<file path="src/rtl/keypad_scanner.sv">
// 4x4 matrix keypad scanner: walks one active-low row at a time, samples the
// synchronised columns at the end of each row dwell and debounces whole scans.
module keypad_scanner #(
    parameter int unsigned CLK_HZ         = 100_000_000,
    parameter int unsigned SCAN_HZ        = 1000,
    parameter int unsigned DEBOUNCE_SCANS = 4
) (
    input  logic       clk,
    input  logic       rst_n,
    input  logic [3:0] col_n,
    output logic [3:0] row_n,
    output logic [3:0] key_code,
    output logic       key_valid,
    output logic       key_held,
    output logic       multi
);

    localparam int unsigned DIV = CLK_HZ / SCAN_HZ;
    localparam int unsigned PW  = (DIV > 1) ? $clog2(DIV) : 1;
    localparam int unsigned CW  = $clog2(DEBOUNCE_SCANS + 1);

    localparam logic [PW-1:0] PRESC_LAST = PW'(DIV - 1);
    localparam logic [CW-1:0] CNT_LAST   = CW'(DEBOUNCE_SCANS - 1);

    typedef enum logic [1:0] {
        IDLE,
        CAND,
        HELD
    } state_t;

    logic [3:0]    col_meta;
    logic [3:0]    col_s;
    logic [PW-1:0] presc;
    logic          tick;
    logic [1:0]    row_idx;
    logic [1:0]    row_next;

    logic [1:0]    acc_hits;
    logic [3:0]    acc_code;
    logic [1:0]    row_hits;
    logic [1:0]    row_first;
    logic [2:0]    hit_sum;
    logic [1:0]    scan_hits;
    logic [3:0]    scan_code;
    logic          scan_done;
    logic          scan_single;

    state_t        state;
    logic [3:0]    cand;
    logic [CW-1:0] cnt;
    logic [CW-1:0] rcnt;

    always_ff @(posedge clk or negedge rst_n) begin
        if (!rst_n) begin
            col_meta <= '1;
            col_s    <= '1;
        end else begin
            col_meta <= col_n;
            col_s    <= col_meta;
        end
    end

    always_comb begin
        tick     = (presc == PRESC_LAST);
        row_next = row_idx + 2'd1;
    end

    always_ff @(posedge clk or negedge rst_n) begin
        if (!rst_n) begin
            presc <= '0;
        end else if (tick) begin
            presc <= '0;
        end else begin
            presc <= presc + PW'(1);
        end
    end

    // Press count for the current row (saturating at 2) and its lowest pressed column.
    always_comb begin
        row_hits  = 2'd0;
        row_first = 2'd0;
        for (int unsigned c = 0; c < 4; c++) begin
            if (!col_s[c]) begin
                if (row_hits == 2'd0) begin
                    row_first = 2'(c);
                end
                if (row_hits != 2'd2) begin
                    row_hits = row_hits + 2'd1;
                end
            end
        end
    end

    always_comb begin
        hit_sum     = 3'(acc_hits) + 3'(row_hits);
        scan_hits   = (hit_sum > 3'd2) ? 2'd2 : hit_sum[1:0];
        scan_code   = (acc_hits == 2'd0) ? {row_idx, row_first} : acc_code;
        scan_done   = tick && (row_idx == 2'd3);
        scan_single = scan_done && (scan_hits == 2'd1);
    end

    always_ff @(posedge clk or negedge rst_n) begin
        if (!rst_n) begin
            row_idx  <= 2'd0;
            row_n    <= 4'b1110;
            acc_hits <= 2'd0;
            acc_code <= 4'd0;
            multi    <= 1'b0;
        end else if (tick) begin
            row_idx <= row_next;
            row_n   <= ~(4'b0001 << row_next);
            if (scan_done) begin
                acc_hits <= 2'd0;
                acc_code <= 4'd0;
                multi    <= (scan_hits == 2'd2);
            end else begin
                acc_hits <= scan_hits;
                acc_code <= scan_code;
            end
        end
    end

    // Debounce runs only on scan boundaries; key_valid is a single-cycle strobe.
    always_ff @(posedge clk or negedge rst_n) begin
        if (!rst_n) begin
            state     <= IDLE;
            cand      <= 4'd0;
            cnt       <= '0;
            rcnt      <= '0;
            key_code  <= 4'd0;
            key_valid <= 1'b0;
            key_held  <= 1'b0;
        end else begin
            key_valid <= 1'b0;
            if (scan_done) begin
                case (state)
                    IDLE: begin
                        if (scan_single) begin
                            cand <= scan_code;
                            if (DEBOUNCE_SCANS == 1) begin
                                key_code  <= scan_code;
                                key_valid <= 1'b1;
                                key_held  <= 1'b1;
                                rcnt      <= '0;
                                state     <= HELD;
                            end else begin
                                cnt   <= CW'(1);
                                state <= CAND;
                            end
                        end
                    end
                    CAND: begin
                        if (scan_single && (scan_code == cand)) begin
                            if (cnt == CNT_LAST) begin
                                key_code  <= cand;
                                key_valid <= 1'b1;
                                key_held  <= 1'b1;
                                rcnt      <= '0;
                                cnt       <= '0;
                                state     <= HELD;
                            end else begin
                                cnt <= cnt + CW'(1);
                            end
                        end else if (scan_single) begin
                            cand <= scan_code;
                            cnt  <= CW'(1);
                        end else begin
                            cnt   <= '0;
                            state <= IDLE;
                        end
                    end
                    HELD: begin
                        if (scan_single && (scan_code == cand)) begin
                            rcnt <= '0;
                        end else if (rcnt == CNT_LAST) begin
                            key_held <= 1'b0;
                            rcnt     <= '0;
                            state    <= IDLE;
                        end else begin
                            rcnt <= rcnt + CW'(1);
                        end
                    end
                    default: state <= IDLE;
                endcase
            end
        end
    end

endmodule

</file>
<file path="config.mk">
export PLATFORM = sky130hd
export DESIGN_NAME = keypad_scanner
export DESIGN_NICKNAME = d
export VERILOG_FILES = /design/src/rtl/keypad_scanner.sv
export SDC_FILE = /design/constraint.sdc
export NUM_CORES = 1
export LEC_CHECK = 0
export CORE_MARGIN = 2
export CORE_UTILIZATION = 33
export DETAILED_ROUTE_END_ITERATION = 10
export RECOVER_POWER = 50
export SYNTH_ARGS = -nofsm -noshare
export SYNTH_HDL_FRONTEND = slang
export SYNTH_SLANG_ARGS = --single-unit
</file>
<file path="constraint.sdc">
create_clock -name clk -period 4.2 [get_ports clk]
set_clock_uncertainty 0.2 [all_clocks]
set_input_delay 0.63 -clock clk [delete_from_list [all_inputs] [get_ports clk]]
set_output_delay 0.63 -clock clk [all_outputs]
set_load 0.1 [all_outputs]
</file>
==> results.md <==
* GRT Resource Usage Total at 12.6%
* Routability cong. at 0.810
* Post-Synth XOR/XNOR Area at 6.11%
* Vias post-DR at roughly 2100
* # Post-CTS Setup Buffers at 0
* CTS max path bufs at 2
* # port buffers at 16
* Congestion Overflow GR at 0
* Clk slew on worst S/H paths at about 90 ps
* Antenna violations before repair at 0
* Starting Density at 34.2%
* First-pass GRT wire length at 10.1 mm
* Clock Latency Late Sink at roughly 310 ps
* Crit Path Max Fanout at 5
* Via-to-Cell Ratio at 5.14
* Number of max-cap violations at 1
* Core area at between 8000 and 9000 um^2
* Synth Area in Simple Gates at 21.1%
* Static leakage at 1.45 nW
* Hold_ws at 160 ps
* FP Rows at 34
* # fillers at 872
* Drt drc at 0
* Critical Path AT at 3740 ps
* Number of global-route vias before repair at 2088
* Avg Inst Size Synth at between 10 and 15 um^2
* Status: finished with violations
* Final non-filler cell total at 403
* Wire length per cell at 14.4 um
* Most frequent cells in the layout: dfrtp_1, nand2_1, nor2_1, xnor2_1, ha_1
* Final setup fails at 0
* Largest family of logic cells by synthesized area: simple AND/OR/NAND/NOR gates
* Critical path data required time at 4190 ps
* Sequential share of the synthesized area at 47.0%
* Post-synth EDFFs at 0
* Critical-path cell list: inv_1, ha_1, nor3_1, a21oi_1, a21oi_1, ha_1, inv_1, fa_1, nand3_1, nand2_1, nand2_1, a211oi_1, a2bb2oi_2, mux2_4
* Top FF cell, synth: dfrtp_1
* Final hold violation count at 0
* First-pass DRT Iterations at 4
* Power Total at 0.889 mW
* Synth cell types at 60
* End-of-flow core utilization at 38.3%
* Post-Syn Area at 3010 um^2
* Largest net degree at the start of global routing at 35
* Highest routing layer actually used: met4
* Final wirelength at 5.80 mm
* Antenna cells at 0
* Commonest non-fill, non-tap cell in the layout: dfrtp_1
* Delay-heaviest family, CP: adder cells
* HPWL after detailed placement at 4.36 mm
* Min Tclk post-route at 3750 ps
* Die X at around 100 um
* Routed met3 length at 180 um
* Clock Root Buffer: clkbuf_8
* WP buf/inv at 2
* CTS buffer count at 5
* Crit. End Element: register
* # IOs at 17
* # resized after CTS at 0
* DIE AREA at slightly below 10000 um^2
* Share of post-route cells with drive strength above 1 at 14.6%
* Clock sinks at 56
* Synth async-reset ratio at between 90% and 100%
* Slew Viols, Final at 35
* Metal-1 WL at around 2.9 mm
* Cts hold-fix bufs at 0
* Die span in y at 99.5 um
* H-tree levels at 2
* CTS tree: built
* CP Class: register to register
* Slew headroom at -21.3%
* Yosys warnings at 0
* Cells after Synth at 274
* Post-synthesis mux area share at 5.82%
* PD cells at 264 nW/um^2
* Failing checks: capacitance limit, slew limit
* Critical path startpoint category: register
* Max Fclk at 0.267 GHz
* Post-synth net total at between 200 and 300
* Synth Area in Adders at 7.31%
* Met2 WL at between 2 and 3 mm
* Final nets at 317
* Worst hold path class: register to register
* Largest stage delay on the critical path at 570 ps
* Post-route clock period utilization at between 80% and 90%
* Worst-margin pin slew at around 1800 ps
* Post-synthesis compound-gate area fraction at 9.68%
* Area delta synth->final at 12.0%
* Initial drt markers at 98
* CP max-delay cell: dfstp_2
* Worst vdd rail ir drop at ~180 uV
* Antenna-violating nets left at 0
* Placed Cells at 395
* Synth Register Bits at 56
* Setup repair after global routing missed its margin: no
* Aggregate negative setup slack at 0 ps
-- registers in the layout, summed over array words and instances, names as in the netlist, 2 cells and up --
name and count:
acc_hits 2, row_n 4, cnt 3, acc_code 4
key_code 4, row_idx 2, col_meta 4, rcnt 3
cand 4, presc 17, state 2, col_s 4
-- final timing paths --
path                                       start                 endpoint  slack (ps)  cells past startpoint
min                        col_meta[1]$_DFF_PN1_       col_s[1]$_DFF_PN1_         160                      0
max reg2reg                   col_s[0]$_DFF_PN1_     state[0]$_DFFE_PN0P_         450                     14
min reg2reg                col_meta[1]$_DFF_PN1_       col_s[1]$_DFF_PN1_         160                      0
min in group asynchronous                  rst_n  key_code[2]$_DFFE_PN0P_         600                      1
max                           col_s[0]$_DFF_PN1_     state[0]$_DFFE_PN0P_         450                     14
max in group asynchronous                  rst_n       presc[0]$_DFF_PN0_        1370                      2
-- worst register-to-register path, delay by kind of cell, from the launching register on --
family,cells,cell delay (ps)
buf+inv,2,110
simple gates,4,600
fa+ha+maj,3,1020
compound gates,4,830
mux,1,310
flops,1,570
-- cell families (layout without fill, tap and decap cells) --
family / after synthesis / count (layout)
XOR/XNOR: 21 / 21
AO/OA/AOI/OAI: 41 / 41
buffers and inverters: 21 / 42
AND/OR/NAND/NOR: 104 / 104
flip-flops: 56 / 56
adder cells (fa/ha/maj): 17 / 17
multiplexers: 14 / 14
-- stage by stage --
| stage | area, um^2 | setup slack [ps] |
|---|---|---|
| 3_5_place_dp | 3290 | 497 |
| 5_1_grt | 3370 | 201 |
| 4_1_cts | 3380 | 476 |
| 6_report | 3370 | 452 |
| 3_3_place_gp | 3290 | 610 |
| 2_1_floorplan | 3010 | 778 |
-- power by group --
group,internal [mW],switching [mW]
Sequential,0.546,0.00342
Combinational,0.0169,0.0299
Clock,0.119,0.173
Total,0.682,0.207
-- Yosys cell counts, drive strengths merged (4+ instances only) --
master,instances,area [um^2]
xnor2,16,140
dfrtp,45,1130
dfstp,11,289
nor2,20,75.1
mux2,13,165
a21o,4,30.0
nand3,12,72.6
o21ai,14,70.1
nor3,9,50.1
and3,5,36.3
xor2,5,43.8
ha,16,200
inv,16,60.1
nand4,7,43.8
nand2,23,86.3
nor4,4,70.1
-- layer usage --
| metal | vias to the layer above | global-route usage (%) |
|---|---|---|
| met3 | 2 | 2.74 |
| met2 | 42 | 19.9 |
| li1 | 1016 | - |
| met1 | 1011 | 17.8 |
| met4 | 0 | 3.16 |
| met5 | - | 0 |
-- cell type report --
cell class	instances	area (um^2)	area share, %
well taps	108	135	4.01
flip-flops and latches	56	1420	42.0
clock buffers	6	72.6	2.15
multi-input cells	197	1510	44.7
clock inverters	2	16.3	0.482
repair buffers	18	165	4.90
inverters	16	60.1	1.78
No activity file was read; power rests on OpenSTA's default activity.
